**config.mk**
```make
export PLATFORM = sky130hd
export DESIGN_NAME = qf_reg_bus_if
export DESIGN_NICKNAME = d
export VERILOG_FILES = /design/src/rtl/qf_reg_bus_pkg.sv /design/src/rtl/qf_reg_addr_dec.sv /design/src/rtl/qf_reg_bus_if.sv
export SDC_FILE = /design/constraint.sdc
export NUM_CORES = 1
export LEC_CHECK = 0
export ABC_CLOCK_PERIOD_IN_PS = 2100
export BUFFER_PORTS_ARGS = -buffer_cell sky130_fd_sc_hd__buf_2
export CAP_MARGIN = 5
export CORE_UTILIZATION = 44
export DETAILED_ROUTE_END_ITERATION = 6
export GPL_TIMING_DRIVEN = 0
export PLACE_DENSITY = 0.8
export SLEW_MARGIN = 0
export SYNTH_ARGS = -nofsm -noshare
export SYNTH_HDL_FRONTEND = slang
export SYNTH_SLANG_ARGS = --single-unit
```
**constraint.sdc**
```tcl
create_clock -name sys_clk -period 2.1 [get_ports sys_clk]
set_input_delay 0.315 -clock sys_clk [delete_from_list [all_inputs] [get_ports sys_clk]]
set_output_delay 0.315 -clock sys_clk [all_outputs]
set_load 0.01 [all_outputs]
```
**src/rtl/qf_reg_bus_pkg.sv**
```systemverilog
// Shared definitions for the FCB register-bus front-end.
//   qf_state_e : transfer FSM states (IDLE -> WAIT -> DONE -> IDLE)
//   ADDR_LSB   : first address bit of the word index (byte addresses, 32-bit words)
//   CNT_W      : width of the wait-state counter (WAIT_CYCLES up to 15)
package qf_reg_bus_pkg;

  typedef enum logic [1:0] {
    ST_IDLE = 2'd0,
    ST_WAIT = 2'd1,
    ST_DONE = 2'd2
  } qf_state_e;

  localparam int ADDR_LSB = 2;
  localparam int CNT_W    = 4;

endpackage

```
**src/rtl/qf_reg_addr_dec.sv**
```systemverilog
// Combinational address decoder for the register bus.
//   addr_i   : captured byte address
//   write_i  : captured transfer direction (1 = write)
//   idx_o    : word index, addr_i[ADDR_W-1:ADDR_LSB]
//   valid_o  : index in range and address word-aligned
//   err_o    : invalid address, or write to a read-only register
//   onehot_o : one-hot select of the addressed register, zero when invalid
module qf_reg_addr_dec
  import qf_reg_bus_pkg::*;
#(
  parameter int                  NUM_REGS = 8,
  parameter int                  ADDR_W   = 8,
  parameter logic [NUM_REGS-1:0] RO_MASK  = '0
) (
  input  logic [ADDR_W-1:0]          addr_i,
  input  logic                       write_i,
  output logic [ADDR_W-ADDR_LSB-1:0] idx_o,
  output logic                       valid_o,
  output logic                       err_o,
  output logic [NUM_REGS-1:0]        onehot_o
);

  localparam int IDX_W = ADDR_W - ADDR_LSB;

  logic ro_hit;

  assign idx_o = addr_i[ADDR_W-1:ADDR_LSB];

  always_comb begin
    onehot_o = '0;
    ro_hit   = 1'b0;
    valid_o  = (int'(idx_o) < NUM_REGS) && (addr_i[ADDR_LSB-1:0] == '0);
    // Only a valid address may select a cell, which keeps the strobe at
    // most one-hot and the read-only lookup inside RO_MASK.
    for (int i = 0; i < NUM_REGS; i++) begin
      if (valid_o && (idx_o == IDX_W'(i))) begin
        onehot_o[i] = 1'b1;
        ro_hit      = RO_MASK[i];
      end
    end
    err_o = !valid_o | (write_i & ro_hit);
  end

endmodule

```
**src/rtl/qf_reg_bus_if.sv**
```systemverilog
// APB3 slave front-end for the FCB register file.
//   sys_clk, sys_rst_n : clock (rising edge), asynchronous active-low reset
//   psel, penable, pwrite, paddr, pwdata : APB request
//   prdata, pready, pslverr              : APB response (valid while pready=1)
//   reg_wr_en   : one-hot write strobe to register cell i
//   reg_wrdata  : write data to all cells (captured pwdata)
//   reg_rddata  : concatenated cell outputs, cell i at [i*DATA_W +: DATA_W]
//   dbg_state_o : current transfer FSM state
//
// Handshake: a transfer starts when psel=1 and penable=0 are seen in IDLE
// (setup phase). The master then holds psel=1, penable=1 and the request
// stable until pready=1, which lasts exactly one cycle; prdata and pslverr
// are only meaningful in that cycle. Dropping psel before pready aborts the
// transfer without a response or a write strobe.
module qf_reg_bus_if
  import qf_reg_bus_pkg::*;
#(
  parameter int                  NUM_REGS    = 8,
  parameter int                  DATA_W      = 10,
  parameter int                  ADDR_W      = 8,
  parameter int                  WAIT_CYCLES = 1,
  parameter logic [NUM_REGS-1:0] RO_MASK     = '0
) (
  input  logic                         sys_clk,
  input  logic                         sys_rst_n,
  input  logic                         psel,
  input  logic                         penable,
  input  logic                         pwrite,
  input  logic [ADDR_W-1:0]            paddr,
  input  logic [DATA_W-1:0]            pwdata,
  output logic [DATA_W-1:0]            prdata,
  output logic                         pready,
  output logic                         pslverr,
  output logic [NUM_REGS-1:0]          reg_wr_en,
  output logic [DATA_W-1:0]            reg_wrdata,
  input  logic [NUM_REGS*DATA_W-1:0]   reg_rddata,
  output qf_state_e                    dbg_state_o
);

  localparam int IDX_W = ADDR_W - ADDR_LSB;

  qf_state_e             state_q, state_d;
  logic [CNT_W-1:0]      cnt_q, cnt_d;
  logic [ADDR_W-1:0]     addr_q;
  logic                  write_q;
  logic [DATA_W-1:0]     wdata_q;
  logic [DATA_W-1:0]     prdata_q;
  logic                  err_q;
  logic [DATA_W-1:0]     rd_sel;

  logic [IDX_W-1:0]      dec_idx;
  logic                  dec_valid;
  logic                  dec_err;
  logic [NUM_REGS-1:0]   dec_onehot;

  logic                  setup;
  logic                  enter_done;
  logic                  in_done;

  assign setup = psel & ~penable;

  qf_reg_addr_dec #(
    .NUM_REGS (NUM_REGS),
    .ADDR_W   (ADDR_W),
    .RO_MASK  (RO_MASK)
  ) u_dec (
    .addr_i   (addr_q),
    .write_i  (write_q),
    .idx_o    (dec_idx),
    .valid_o  (dec_valid),
    .err_o    (dec_err),
    .onehot_o (dec_onehot)
  );

  // FSM state register and wait counter.
  always_ff @(posedge sys_clk or negedge sys_rst_n) begin
    if (!sys_rst_n) begin
      state_q <= ST_IDLE;
      cnt_q   <= '0;
    end else begin
      state_q <= state_d;
      cnt_q   <= cnt_d;
    end
  end

  always_comb begin
    state_d = state_q;
    cnt_d   = cnt_q;
    case (state_q)
      ST_IDLE: begin
        if (setup) begin
          state_d = ST_WAIT;
          cnt_d   = CNT_W'(WAIT_CYCLES);
        end
      end
      ST_WAIT: begin
        // Losing psel mid-transfer is a protocol violation: drop it silently.
        if (!psel) begin
          state_d = ST_IDLE;
          cnt_d   = '0;
        end else if (cnt_q == '0) begin
          state_d = ST_DONE;
        end else begin
          cnt_d = cnt_q - 1'b1;
        end
      end
      ST_DONE: begin
        // A setup overlapping DONE is not taken; the master must hold it
        // into the following IDLE cycle.
        state_d = ST_IDLE;
      end
      default: begin
        state_d = ST_IDLE;
        cnt_d   = '0;
      end
    endcase
  end

  assign enter_done = (state_q == ST_WAIT) && (state_d == ST_DONE);
  assign in_done    = (state_q == ST_DONE);

  // Request capture; reg_wrdata follows wdata_q so it is stable from setup
  // until the next setup.
  always_ff @(posedge sys_clk or negedge sys_rst_n) begin
    if (!sys_rst_n) begin
      addr_q  <= '0;
      write_q <= 1'b0;
      wdata_q <= '0;
    end else if ((state_q == ST_IDLE) && setup) begin
      addr_q  <= paddr;
      write_q <= pwrite;
      wdata_q <= pwdata;
    end
  end

  // Read mux over the cell array, selected by the captured index.
  always_comb begin
    rd_sel = '0;
    for (int i = 0; i < NUM_REGS; i++) begin
      if (dec_valid && (dec_idx == IDX_W'(i))) begin
        rd_sel = reg_rddata[i*DATA_W +: DATA_W];
      end
    end
  end

  // Response registered on DONE entry. A write in DONE updates its cell at
  // the DONE edge, so a later read samples the new value here.
  always_ff @(posedge sys_clk or negedge sys_rst_n) begin
    if (!sys_rst_n) begin
      prdata_q <= '0;
      err_q    <= 1'b0;
    end else if (enter_done) begin
      prdata_q <= (!write_q && !dec_err) ? rd_sel : '0;
      err_q    <= dec_err;
    end
  end

  assign prdata      = prdata_q;
  assign pready      = in_done;
  assign pslverr     = in_done & err_q;
  assign reg_wr_en   = (in_done && write_q && !err_q) ? dec_onehot : '0;
  assign reg_wrdata  = wdata_q;
  assign dbg_state_o = state_q;

endmodule
```
==> flow_metrics.py, run 1 <==
metrics = {
    "status": {
        "outcome": "finished, violations left",
        "failed_checks": "negative setup slack",
    },
    "floorplan": {
        "fp.dieW_microns": 75.41,
        "fp.dieH_microns": 75.41,
        "dieArea_sq_um": 5686,
        "core_area_sq_um": 5140,
        "std_cell_rows": 26,
        "start_util_pct": 46.13,
        "num_io_pins": 135,
    },
    "timing": {
        "finalHoldViolCount": 0,
        "skew_ns": 0.005135,
        "maxSlewViolCount": 0,
        "fmax_mhz": 460.9,
        "whs_ns": 0.09327,
        "finalCriticalPeriod_ns": 2.170,
        "rsz0062_at_grt": "yes",
        "setup_viol": 6,
        "fin_ws_ns": -0.06976,
        "timing.final.crit_share_pct": 103.3,
        "relSlewSlack_pct": 47.91,
        "tightest_slew_ns": 0.7813,
    },
    "worst_setup_path": {
        "arrival_ns": 1.85,
        "end_kind": "primary output",
        "cp_max_fo": 3,
        "critPathKind": "flop to primary output",
        "cp.required_ns": 1.78,
        "reg2reg_depth": 5,
        "cp-start-kind": "flop",
    },
    "worst_hold_path": {
        "min_path_type": "input port to asynchronous set/reset pin",
    },
    "layout": {
        "final_nets": 486,
        "final_cell_area_sq_um": 3297,
        "drive_above_1_share_pct": 54.97,
        "utilization_pct": 64.14,
        "final_common_cell": "buf_2",
        "n_antenna_cell": 0,
        "final_cell_mix": "buf_2, dfrtp_1, mux2_2",
        "fin_cells": 452,
        "area_growth_pct": 39.05,
    },
    "synthesis": {
        "synth_area_leader_cell": "dfrtp_1",
        "synthSimpleGateAreaFrac_pct": 19.95,
        "ys_ff_latch": 36,
        "synth_edf_count": 0,
        "synth_compound_area_share_pct": 13.67,
        "synth_top_family_by_area": "multiplexers",
        "synth_nets": 345,
        "synth_xor_area_share_pct": 0,
        "ys_types": 44,
        "netlist_area_sq_um": 2371,
        "synthArstFlopShare_pct": 100.0,
        "synthMuxAreaShare_pct": 21.42,
        "yosysWarningCount": 0,
        "synth_ff_type": "dfrtp_1",
        "synth_top_area_share_pct": 37.99,
        "syn-mean-instance-area_sq_um": 9.879,
        "synthAdderAreaFrac_pct": 1.055,
        "syn_inst": 240,
        "yosys-top-cells-area": "dfrtp_1, mux2_2, mux2i_1",
        "ys_seq_area_share_pct": 37.99,
    },
    "flow_run": {
        "drv_cap": 0,
    },
    "cts": {
        "cts_tree": "done",
        "numCtsBuffers": 5,
        "cts_root_buffer": "clkbuf_8",
        "clock_sinks": 36,
        "htree_num_levels": 2,
        "clkSlewWorstSetupHoldPaths_ns": 0.08,
        "clock_path_buffers": 2,
        "insertion_delay_ns": 0.29,
    },
    "global_routing": {
        "use_met2_pct": 38.49,
        "grt_pass1_vias": 2152,
        "grt_max_degree": 37,
        "grt_pass1_wl_microns": 10290,
        "met1_usage_pct": 32.55,
        "grt_remaining_overflow": 0,
        "antenna_found_initial": 0,
        "grtUsageTotal_pct": 24.13,
        "grt_util_met3_pct": 5.688,
        "grt_busiest_layer": "met2",
    },
    "drt": {
        "drt_iter0_drc": 98,
        "drcViolationCount": 0,
        "dr.pass1.iters": 4,
        "wl_microns": 7026,
        "wl_per_cell_microns": 15.54,
        "avgViaCountPerCell": 5.361,
        "ant_nets": 0,
        "vias": 2423,
    },
    "placed_design": {
        "port_buffers": 134,
        "place_ws_ns": 0.03962,
        "globalplace.congestion": 0.8094,
        "placed_area_sq_um": 3129,
        "placedCellCount": 444,
        "post-dp-hpwl_microns": 5398,
    },
    "power": {
        "power_per_cell_area_nw_per_um2": 977.3,
        "peakVddDrop_mv": 0.5286,
        "p_leak_nw": 1.653,
    },
}
sequential cells by signal (all words and copies together), names as in the netlist:
| name | flops |
|---|---|
| cnt_q | 4 |
| reg_wrdata | 10 |
| write_q | 1 |
| addr_q | 8 |
| prdata | 10 |
| err_q | 1 |
| dbg_state_o | 2 |
metrics by stage:
step	setup TNS [ns]	power (mW)
after floorplan	0	2.097
after global placement	0	2.508
after detailed placement	0	2.547
after CTS	-0.2840	3.168
after global routing	-1.097	3.414
final	-0.2529	3.222
layout make-up:
type,instances,area [sq um]
fill,435,1843
multi-input combinational,180,1384
sequential,36,900.9
timing repair buffer,136,685.7
buffer,14,93.84
tap,70,87.58
clock buffer,5,68.82
clock inverter,3,46.29
inverter,8,30.03
cell usage after synthesis, types with 2 or more instances:
library cell,count
dfrtp_1,36
mux2_2,26
nor2_1,21
nand2_1,19
mux2i_1,17
o22ai_1,11
or2_2,10
a21oi_1,8
inv_1,8
o31ai_1,8
a221oi_1,7
nand2b_1,7
buf_2,6
clkbuf_1,6
nor3_1,6
nand3b_1,4
a211oi_1,3
a2111oi_0,2
buf_6,2
clkbuf_8,2
ha_1,2
mux4_2,2
nand3_1,2
nand4_1,2
nor2b_1,2
o21ai_0,2
or3_1,2
power by group:
| part | internal, mW | switching (mW) |
|---|---|---|
| sequential | 0.875 | 0.148 |
| clock | 0.358 | 0.277 |
| combinational | 0.753 | 0.812 |
kinds of logic after synthesis:
family	count (synthesis)
adders and majority gates	2
muxes	45
DFF	36
buffers and inverters	25
AOI/OAI and AO/OA	46
and+or+nand+nor	86
repair_timing:
action / 4_1_cts / 5_1_grt
hold buffers: 0 / 0
buffers inserted: 2 / 0
gates cloned: 0 / 1
endpoints found under the setup margin: 8 / 18
pin swaps: 3 / 15
hold endpoints to repair: 0 / 0
gates resized for setup: 1 / 13
worst paths after layout:
path | startpoint | to | slack [ns]
min | sys_rst_n | cnt_q[3] | 0.09
max in group asynchronous | sys_rst_n | prdata[3] | 1.51
max | addr_q[0] | reg_wr_en[3] | -0.07
min reg2reg | prdata[4] | prdata[4] | 0.48
min in group sys_clk | pwrite | write_q | 0.23
max reg2reg | addr_q[0] | prdata[7] | 0.04
worst max-delay path, stage by stage (launching register included):
cell     delay [ns]
dfrtp_1        0.38
or4_4          0.57
nor2_4         0.11
nand4_1        0.13
buf_4          0.17
nor2_1         0.07
buf_2          0.13
layer usage:
| layer | vias up | part of all wire, % |
|---|---|---|
| li1 | 1155 | - |
| met3 | 20 | 5.7 |
| met1 | 1157 | 41 |
| met2 | 91 | 50 |
| met4 | 0 | 2.8 |
| met5 | - | 0 |
No activity file was read; power rests on OpenSTA's default activity.
==> inputs of run 2 (changes only) <==
Settings changed: REMOVE_ABC_BUFFERS from default to 1.
==> run 2 against run 1 <==
Compared with the run above: total power fell by 7.3%; critical path depth fell by 1; clock power fell by 22%; non-clock buffer count fell by 11; first-iteration DRC count fell by 55%; design area fell by 3.0%; routed wire length fell by 12%; worst hold slack improved by 0.0028 ns; the run still ends with negative setup slack left; critical path type unchanged.
==> flow_metrics.py, run 2 (same netlist as run 1, synthesis figures left out) <==
metrics = {
    "floorplan": {
        "std_cell_rows": 26,
        "dieArea_sq_um": 5686,
        "num_io_pins": 135,
        "core_area_sq_um": 5140,
        "fp.dieW_microns": 75.41,
        "fp.dieH_microns": 75.41,
        "start_util_pct": 46.13,
    },
    "drt": {
        "avgViaCountPerCell": 5.182,
        "drcViolationCount": 0,
        "drt_iter0_drc": 44,
        "wl_microns": 6169,
        "wl_per_cell_microns": 14.02,
        "ant_nets": 0,
        "vias": 2280,
        "dr.pass1.iters": 4,
    },
    "layout": {
        "utilization_pct": 62.20,
        "drive_above_1_share_pct": 53.51,
        "final_cell_area_sq_um": 3197,
        "final_cell_mix": "buf_2, dfrtp_1, mux2_2",
        "final_nets": 474,
        "fillers": 455,
        "area_growth_pct": 34.83,
        "final_common_cell": "buf_2",
        "n_antenna_cell": 0,
        "fin_cells": 440,
    },
    "status": {
        "outcome": "finished, violations left",
        "failed_checks": "negative setup slack",
    },
    "worst_hold_path": {
        "min_path_type": "input port to asynchronous set/reset pin",
    },
    "worst_setup_path": {
        "cp_max_fo": 4,
        "arrival_ns": 1.92,
        "end_kind": "primary output",
        "cpPeakStageDelay_ns": 0.56,
        "cp.required_ns": 1.78,
        "slowest_stage": "or4_4",
        "crit_chain": "or4_4, nor2_4, nand4_1, nor3_2, buf_2",
        "critPathKind": "flop to primary output",
        "cp-start-kind": "flop",
    },
    "placed_design": {
        "post-dp-hpwl_microns": 4662,
        "placed_area_sq_um": 3049,
        "port_buffers": 134,
        "globalplace.congestion": 0.7136,
        "placedCellCount": 428,
    },
    "timing": {
        "finalCriticalPeriod_ns": 2.231,
        "fin_ws_ns": -0.1311,
        "skew_ns": 0.008891,
        "tightest_slew_ns": 0.7937,
        "rsz0062_at_grt": "yes",
        "setup_viol": 8,
        "finalHoldViolCount": 0,
        "relSlewSlack_pct": 47.09,
        "maxSlewViolCount": 0,
        "fmax_mhz": 448.2,
        "timing.final.crit_share_pct": 106.2,
    },
    "global_routing": {
        "grt_pass1_vias": 2086,
        "grt_pass1_wl_microns": 9515,
        "antenna_found_initial": 0,
        "grt_remaining_overflow": 0,
        "grtUsageTotal_pct": 22.20,
        "grt_max_degree": 37,
    },
    "cts": {
        "clkSlewWorstSetupHoldPaths_ns": 0.08,
        "hold_buffers": 0,
        "htree_num_levels": 2,
        "numCtsBuffers": 5,
        "cts_root_buffer": "clkbuf_8",
        "clock_path_buffers": 2,
        "cts_tree": "done",
        "insertion_delay_ns": 0.30,
        "clock_sinks": 36,
    },
    "power": {
        "p_leak_nw": 1.606,
        "power_mw": 2.987,
        "power_per_cell_area_nw_per_um2": 934.4,
        "peakVddDrop_mv": 0.6468,
    },
    "flow_run": {
        "drv_cap": 0,
    },
}
run 2: area by class of cell:
| class | count | area, sq um | area share [%] |
|---|---|---|---|
| Clock inverter | 3 | 18.77 | 0.5871 |
| Sequential cell | 36 | 903.4 | 28.26 |
| Inverter | 8 | 30.03 | 0.9393 |
| Multi-Input combinational cell | 179 | 1360 | 42.54 |
| Clock buffer | 5 | 68.82 | 2.153 |
| Timing Repair Buffer | 139 | 728.2 | 22.78 |
| Tap cell | 70 | 87.58 | 2.740 |
run 2: worst max-delay path, delay by kind of cell (launching register included):
family	cells	cell delay [ns]
buffers and inverters	1	0.16
flip-flops	1	0.38
AND/OR/NAND/NOR	4	1.08
run 2: through the flow:
stage / hold slack (ns) / setup slack [ns] / setup TNS (ns)
global route: 0.1584 / -0.1843 / -1.119
CTS: 0.1220 / -0.1494 / -0.5420
finish: 0.09609 / -0.1311 / -0.5709
floorplan: 0.01941 / -0.2138 / -3.770
global placement: 0.4407 / -0.5091 / -12.62
detailed placement: 0.4459 / -0.09414 / -1.476
run 2: per-layer routing:
layer / part of all wire (%) / vias to the layer above / wire length [microns] / global-route usage [%]
li1: - / 1138 / - / -
met1: 43 / 1045 / 2657 / 27.29
met2: 50 / 86 / 3063 / 38.89
met3: 5.8 / 11 / 356 / 4.762
met4: 1.5 / 0 / 92 / 7.202
met5: 0 / - / 0 / 0
run 2: repair_timing:
action,4_1_cts,5_1_grt
resized for setup,4,5
pin swaps,4,7
setup endpoints to repair,29,17
buffers inserted,2,2
run 2: final timing paths:
check                          start       endpoint  slack (ns)  cells past startpoint
max                        addr_q[6]   reg_wr_en[4]       -0.13                      5
min                        sys_rst_n  reg_wrdata[4]         0.1                      1
max reg2reg                addr_q[6]      prdata[5]        0.07                      5
min reg2reg                prdata[3]      prdata[3]        0.48                      2
max in group asynchronous  sys_rst_n      addr_q[3]        1.45                      1
min in group sys_clk       pwdata[4]  reg_wrdata[4]        0.24                      2
run 2: report_power, final:
part	switching, mW	internal (mW)
registers	0.270	0.877
clock network	0.263	0.231
logic	0.626	0.720
total	1.16	1.83
